<file path="src/rtl/saturn_periph_pkg.sv">
// Shared Saturn peripheral types and constants.
// Used by the lightgun control-port / external-latch block.
package saturn_periph_pkg;

  typedef enum logic [1:0] {
    ST_IDLE,
    ST_ARMED,
    ST_PULSE,
    ST_HOLD
  } gun_st_e;

  localparam int PIN_TH = 6;
  localparam int PIN_TL = 5;
  localparam int PIN_TR = 4;

  localparam logic [3:0] GUN_ID_DEF = 4'b1010;

endpackage

</file>
<file path="src/rtl/gun_port_exlat_if.sv">
// Lightgun port bundle between the SMPC/VDP2 side and the gun block.
// master drives gun/SMPC inputs, slave is the gun block.
interface gun_port_exlat_if;
  logic       sensor;
  logic       btn_trig;
  logic       btn_start;
  logic       vblank;
  logic       exlat_en;
  logic [6:0] pdr;
  logic [6:0] ddr;
  logic [6:0] pin_in;
  logic       exlat_n;
  logic       latched;
  logic [7:0] latch_cnt;

  modport master (
    output sensor, btn_trig, btn_start,
    output vblank, exlat_en, pdr, ddr,
    input  pin_in, exlat_n, latched, latch_cnt
  );

  modport slave (
    input  sensor, btn_trig, btn_start,
    input  vblank, exlat_en, pdr, ddr,
    output pin_in, exlat_n, latched, latch_cnt
  );
endinterface

</file>
<file path="src/rtl/gun_debounce.sv">
// Single-bit stable-count filter: output follows input after
// DEBOUNCE consecutive cycles of disagreement.
module gun_debounce #(
  parameter int unsigned DEBOUNCE = 16
) (
  input  logic i_clk,
  input  logic i_rst_n,
  input  logic i_d,
  output logic o_q
);

  localparam logic [7:0] LAST = 8'(DEBOUNCE - 1);

  logic [7:0] r_cnt;
  logic       r_q;

  always_ff @(posedge i_clk) begin
    if (!i_rst_n) begin
      r_cnt <= 8'd0;
      r_q   <= 1'b0;
    end else if (i_d == r_q) begin
      r_cnt <= 8'd0;
    end else if (r_cnt == LAST) begin
      r_cnt <= 8'd0;
      r_q   <= i_d;
    end else begin
      r_cnt <= r_cnt + 8'd1;
    end
  end

  assign o_q = r_q;

endmodule

</file>
<file path="src/rtl/gun_port_exlat.sv">
// Lightgun control-port pin image and one-per-frame
// VDP2 external-latch strobe generator.
module gun_port_exlat
  import saturn_periph_pkg::*;
#(
  parameter int unsigned PULSE_LEN  = 4,
  parameter int unsigned DEBOUNCE   = 16,
  parameter int unsigned TH_STRETCH = 200,
  parameter logic [3:0]  GUN_ID     = GUN_ID_DEF
) (
  input logic i_clk,
  input logic i_rst_n,
  gun_port_exlat_if.slave io_bus
);

  localparam logic [3:0] PLAST = 4'(PULSE_LEN - 1);
  localparam logic [9:0] TH_LD = 10'(TH_STRETCH);

  gun_st_e    r_state;
  gun_st_e    w_state_nxt;
  logic       r_sensor_q;
  logic       r_vblank_q;
  logic [3:0] r_pcnt;
  logic       r_exlat_n;
  logic       r_latched;
  logic [7:0] r_cnt;
  logic [9:0] r_th_cnt;
  logic [6:0] r_pin;

  logic       w_sen_rise;
  logic       w_vb_rise;
  logic       w_trig_db;
  logic       w_fire;
  logic       w_exlat_n_nxt;
  logic       w_th_active;
  logic [6:0] w_img;
  logic [6:0] w_rst_img;

  gun_debounce #(
    .DEBOUNCE (DEBOUNCE)
  ) u_trig_db (
    .i_clk   (i_clk),
    .i_rst_n (i_rst_n),
    .i_d     (io_bus.btn_trig),
    .o_q     (w_trig_db)
  );

  assign w_sen_rise = io_bus.sensor & ~r_sensor_q;
  assign w_vb_rise  = io_bus.vblank & ~r_vblank_q;

  always_ff @(posedge i_clk) begin
    if (!i_rst_n) r_state <= ST_IDLE;
    else          r_state <= w_state_nxt;
  end

  always_comb begin
    w_state_nxt = r_state;
    case (r_state)
      ST_IDLE:
        if (io_bus.exlat_en) w_state_nxt = ST_ARMED;
      ST_ARMED:
        if (w_sen_rise && w_trig_db) w_state_nxt = ST_PULSE;
      ST_PULSE:
        if (r_pcnt == PLAST) w_state_nxt = ST_HOLD;
      ST_HOLD:
        if (w_vb_rise) w_state_nxt = ST_ARMED;
      default:
        w_state_nxt = ST_IDLE;
    endcase
    // Disabling latching overrides every state, truncating a pulse.
    if (!io_bus.exlat_en) w_state_nxt = ST_IDLE;
  end

  always_comb begin
    w_fire        = (r_state == ST_ARMED) && (w_state_nxt == ST_PULSE);
    w_exlat_n_nxt = (w_state_nxt != ST_PULSE);
  end

  always_ff @(posedge i_clk) begin
    if (!i_rst_n) begin
      r_sensor_q <= 1'b0;
      r_vblank_q <= 1'b0;
      r_pcnt     <= 4'd0;
      r_exlat_n  <= 1'b1;
      r_latched  <= 1'b0;
      r_cnt      <= 8'd0;
    end else begin
      r_sensor_q <= io_bus.sensor;
      r_vblank_q <= io_bus.vblank;
      r_exlat_n  <= w_exlat_n_nxt;
      r_pcnt     <= (r_state == ST_PULSE) ? r_pcnt + 4'd1 : 4'd0;
      if (w_fire)         r_latched <= 1'b1;
      else if (w_vb_rise) r_latched <= 1'b0;
      if (w_fire && r_cnt != 8'hFF) r_cnt <= r_cnt + 8'd1;
    end
  end

  always_ff @(posedge i_clk) begin
    if (!i_rst_n)           r_th_cnt <= 10'd0;
    else if (io_bus.sensor) r_th_cnt <= TH_LD;
    else if (r_th_cnt != 0) r_th_cnt <= r_th_cnt - 10'd1;
  end

  assign w_th_active = io_bus.sensor | (r_th_cnt != 10'd0);

  always_comb begin
    w_img         = {3'b111, GUN_ID};
    w_img[PIN_TH] = ~w_th_active;
    w_img[PIN_TL] = ~io_bus.btn_start;
    w_img[PIN_TR] = ~w_trig_db;
    w_rst_img     = {3'b111, GUN_ID};
  end

  always_ff @(posedge i_clk) begin
    if (!i_rst_n)
      r_pin <= (io_bus.ddr & io_bus.pdr) | (~io_bus.ddr & w_rst_img);
    else
      r_pin <= (io_bus.ddr & io_bus.pdr) | (~io_bus.ddr & w_img);
  end

  assign io_bus.pin_in    = r_pin;
  assign io_bus.exlat_n   = r_exlat_n;
  assign io_bus.latched   = r_latched;
  assign io_bus.latch_cnt = r_cnt;

endmodule

</file>
<file path="src/flat_wrapper.sv">
// flat-port wrapper written by rule: the top's interface ports become plain ports
module gun_port_exlat_flat import saturn_periph_pkg::*;
#(
  parameter int unsigned PULSE_LEN  = 4,
  parameter int unsigned DEBOUNCE   = 16,
  parameter int unsigned TH_STRETCH = 200,
  parameter logic [3:0]  GUN_ID     = GUN_ID_DEF
)
  (i_clk, i_rst_n, io_bus_sensor, io_bus_btn_trig, io_bus_btn_start, io_bus_vblank, io_bus_exlat_en, io_bus_pdr, io_bus_ddr, io_bus_pin_in, io_bus_exlat_n, io_bus_latched, io_bus_latch_cnt);
  gun_port_exlat_if io_bus_i ();
  input logic i_clk;
  input logic i_rst_n;
  input wire logic [$bits(io_bus_i.sensor)-1:0] io_bus_sensor;
  input wire logic [$bits(io_bus_i.btn_trig)-1:0] io_bus_btn_trig;
  input wire logic [$bits(io_bus_i.btn_start)-1:0] io_bus_btn_start;
  input wire logic [$bits(io_bus_i.vblank)-1:0] io_bus_vblank;
  input wire logic [$bits(io_bus_i.exlat_en)-1:0] io_bus_exlat_en;
  input wire logic [$bits(io_bus_i.pdr)-1:0] io_bus_pdr;
  input wire logic [$bits(io_bus_i.ddr)-1:0] io_bus_ddr;
  output wire logic [$bits(io_bus_i.pin_in)-1:0] io_bus_pin_in;
  output wire logic [$bits(io_bus_i.exlat_n)-1:0] io_bus_exlat_n;
  output wire logic [$bits(io_bus_i.latched)-1:0] io_bus_latched;
  output wire logic [$bits(io_bus_i.latch_cnt)-1:0] io_bus_latch_cnt;
  assign io_bus_i.sensor = io_bus_sensor;
  assign io_bus_i.btn_trig = io_bus_btn_trig;
  assign io_bus_i.btn_start = io_bus_btn_start;
  assign io_bus_i.vblank = io_bus_vblank;
  assign io_bus_i.exlat_en = io_bus_exlat_en;
  assign io_bus_i.pdr = io_bus_pdr;
  assign io_bus_i.ddr = io_bus_ddr;
  assign io_bus_pin_in = io_bus_i.pin_in;
  assign io_bus_exlat_n = io_bus_i.exlat_n;
  assign io_bus_latched = io_bus_i.latched;
  assign io_bus_latch_cnt = io_bus_i.latch_cnt;
  gun_port_exlat #(.PULSE_LEN(PULSE_LEN), .DEBOUNCE(DEBOUNCE), .TH_STRETCH(TH_STRETCH), .GUN_ID(GUN_ID)) u_core (.i_clk(i_clk), .i_rst_n(i_rst_n), .io_bus(io_bus_i));
endmodule
</file>
<file path="config.mk">
export PLATFORM = sky130hd
export DESIGN_NAME = gun_port_exlat_flat
export DESIGN_NICKNAME = d
export VERILOG_FILES = /design/src/rtl/saturn_periph_pkg.sv /design/src/rtl/gun_port_exlat_if.sv /design/src/rtl/gun_debounce.sv /design/src/rtl/gun_port_exlat.sv /design/src/flat_wrapper.sv
export SDC_FILE = /design/constraint.sdc
export NUM_CORES = 1
export LEC_CHECK = 0
export ABC_AREA = 1
export CELL_PAD_IN_SITES_DETAIL_PLACEMENT = 0
export CELL_PAD_IN_SITES_GLOBAL_PLACEMENT = 2
export CORE_MARGIN = 8
export CORE_UTILIZATION = 29
export DETAILED_ROUTE_END_ITERATION = 6
export PLACE_DENSITY = 0.78
export SLEW_MARGIN = 40
export SYNTH_ARGS = -nofsm -noshare
export SYNTH_HDL_FRONTEND = slang
export SYNTH_SLANG_ARGS = --single-unit
</file>
<file path="constraint.sdc">
create_clock -name i_clk -period 1.7 [get_ports i_clk]
set_input_delay 0.17 -clock i_clk [delete_from_list [all_inputs] [get_ports i_clk]]
set_output_delay 0.17 -clock i_clk [all_outputs]
set_load 0.02 [all_outputs]
</file>
==> flow_summary.ini <==
[status]
outcome = completed

[synth]
yosysWarnings = 0
ys_types = 27
synth_nets = 308
synth_top_area_share_pct = 43.27
synth_edf_count = 0
synth_area_leaders = dfxtp_1, nand2_1, nor2_1
yosysTopAreaCell = dfxtp_1
async_flop_share_pct = 0
synthCells = 282
syn_area_per_cell_um2 = 7.219
synth_area_um2 = 2036
synth_seq_cells = 44
ys.flop_type = dfxtp_1
synth_seq_area_share_pct = 43.27

[critical_path]
path_delay_family = buffers and inverters
cp_max_fo = 7
worstSetupStartpointType = flip-flop
r2r-start = u_core.r_th_cnt[0]$_SDFFE_PP0P_
reg2reg_to = u_core.r_th_cnt[7]$_SDFFE_PN0P_
cp.arrival_ns = 1.41
worstPathRequired_ns = 1.53
path_class = flip-flop to output port
worstRegToRegCells = 7
crit_path_end_kind = output port
crit_slowest_cell = clkdlybuf4s50_1
path_cells = clkdlybuf4s50_1
crit_path_max_incr_delay_ns = 0.66
reg2reg_slack_ns = 0.34
crit_buf_inv = 1

[timing]
report.final.slew_viol_count = 0
clock_skew_ns = 0.001953
min_period_ns = 1.582
hold_viol = 0
setup_viol = 0
fmax_mhz = 632.0
tightest_slew_ns = 0.2490
final.period_utilization_pct = 93.08
relSlewSlack_pct = 83.38
finalSetupTns_ns = 0
rsz0062_at_grt = no

[die]
core_area_um2 = 6794
initial_core_util_pct = 29.96
dieArea_um2 = 9957
num_io_pins = 38
die_x_um = 99.79
die_h_um = 99.79
num_rows = 30

[power_and_ir_drop]
p_switching_mw = 0.5498
combPwrFrac_pct = 16.1
p_int_mw = 1.551
seqPwrFrac_pct = 52.3
p_total_mw = 2.100
p_leak_nw = 1.160
switching_share_pct = 26.18
ir_worst_vdd_v = 0.0004326
clock_power_share_pct = 31.6
power.density_nw_per_um2 = 797.1

[hold_path]
whs_endpoint = u_core.io_bus.pin_in[1]$_DFF_P_
hold_start = io_bus_ddr[1]
hp-class = primary input to flip-flop
min_path_cells = 2

[clock_tree]
cts_setup_buffers = 0
cts-resized-gates = 0
cts.htree.levels = 2
clk_path_buf_depth = 2
path_clk_slew_ns = 0.08
postCtsHoldBufs = 0
clk_latency_ns = 0.29
cts_root_buffer = clkbuf_8
cts_sinks = 44
cts_buffers = 5
tritoncts = built

[layout]
multiInputGateArea_um2 = 978.4
fin_nets = 354
fillers = 723
seq_area_um2 = 880.8
area_growth_pct = 29.44
final_util_pct = 38.78
drive_gt1_share_pct = 9.119
antenna_cells = 0

[job]
drv_cap = 0

[global_route]
grt_overflow = 0
grt_pass1_vias = 1847
antenna_found_initial = 0
grt_use_total_pct = 10.24
grt_max_degree = 13
grt_pass1_wl_um = 8328

[placement]
portBuffers = 37
dp_hpwl_um = 3526
gp_congestion = 0.7585

[drt]
drt_pass1_iterations = 4
drc_errors = 0
vias = 1775
wire_per_inst_um = 10.56
vias_per_cell = 4.176
drtIter0Drc = 49
detail-route-antenna-nets = 0
wl_um = 4486
==> flip-flops by register name, summed over array words and instances, names as in the netlist <==
name	cells
u_core.io_bus.exlat_n	1
u_core.io_bus.latch_cnt	8
u_core.io_bus.latched	1
u_core.io_bus.pin_in	7
u_core.r_pcnt	4
u_core.r_sensor_q	1
u_core.r_state	2
u_core.r_th_cnt	10
u_core.r_vblank_q	1
u_core.u_trig_db.o_q	1
u_core.u_trig_db.r_cnt	8
==> cell type report <==
cell class | instances | area share [%]
well taps | 96 | 4.558
flip-flops and latches | 44 | 33.43
clock buffers | 8 | 3.419
repair buffers | 41 | 15.19
multi-input cells | 192 | 37.13
inverters | 44 | 6.268
==> logic make-up after synthesis <==
family / share of synthesized area (%)
adders and majority gates: 3.073
and+or+nand+nor: 32.82
xor gates and xnor gates: 3.872
buffers and inverters: 8.666
AOI/OAI and AO/OA: 8.297
DFF: 43.27
==> per-stage QoR <==
step	hold slack (ns)	instance area (µm²)	setup WS, ns	cells
2_1_floorplan	0.2387	2036	0.3161	282
3_3_place_gp	0.4339	2545	0.1836	417
3_5_place_dp	0.4389	2545	0.1709	417
4_1_cts	0.3477	2635	0.09794	425
5_1_grt	0.3567	2635	0.01788	425
6_report	0.3583	2635	0.1177	425
==> worst max path at each step <==
stage	startpoint	endpoint	slack [ns]	depth (start not counted)
detailed placement	io_bus_exlat_en	u_core.io_bus.latch_cnt[7]$_SDFFE_PN0P_	0.17	5
finish	u_core.io_bus.latch_cnt[3]$_SDFFE_PN0P_	io_bus_latch_cnt[3]	0.12	1
global placement	io_bus_exlat_en	u_core.io_bus.latch_cnt[7]$_SDFFE_PN0P_	0.18	5
global route	u_core.io_bus.latch_cnt[3]$_SDFFE_PN0P_	io_bus_latch_cnt[3]	0.02	1
floorplan	u_core.io_bus.latch_cnt[0]$_SDFFE_PN0P_	u_core.io_bus.latch_cnt[7]$_SDFFE_PN0P_	0.32	8
CTS	u_core.io_bus.latch_cnt[3]$_SDFFE_PN0P_	io_bus_latch_cnt[3]	0.1	1
==> power groups by stage <==
stage	logic (mW)	registers, mW	clock network, mW
after floorplan	0.209	1.13	0
after global placement	0.349	1.12	0
after detailed placement	0.342	1.12	0
after CTS	0.344	1.10	0.705
after global routing	0.394	1.11	0.756
final	0.338	1.10	0.664
==> layout by cell type (no fill, tap or decap), drive strengths merged <==
cell and n:
inv 42, o21ai 9, a31oi 3, clkinv 2, clkdlybuf4s50 37, o211ai 1
nand4 3, nand2 64, nor3 5, nand3 22, or2 2, buf 4
nand3b 3, xnor2 2, nor2 51, ha 5, xor2 7, a21oi 15
clkbuf 8, dfxtp 44
==> worst reg2reg max path: stages (launching register included) <==
cell and delay [ns]:
dfxtp_1 0.35, inv_1 0.15, ha_1 0.19, inv_1 0.04, nor2_1 0.09, nand3_1 0.20
nand3_1 0.16, a21oi_1 0.07
==> layer usage <==
| layer | wire [µm] | track usage [%] |
|---|---|---|
| met3 | 225 | 3.460 |
| met5 | 0 | 0 |
| met1 | 2159 | 12.19 |
| met4 | 61 | 3.492 |
| met2 | 2039 | 16.78 |
==> cell usage after synthesis, types with 2 or more instances <==
cell type / n
nand2_1: 61
nor2_1: 46
dfxtp_1: 44
inv_1: 39
nand3_1: 21
a21oi_1: 9
o21ai_0: 8
xor2_1: 7
a21oi_2: 6
ha_1: 5
nor3_1: 5
a31oi_1: 3
inv_2: 3
nand3b_1: 3
nand4_1: 3
nor2_2: 3
clkinv_1: 2
nand2_2: 2
nor2_4: 2
or2_2: 2
xnor2_1: 2
No activity file was read; power rests on OpenSTA's default activity.
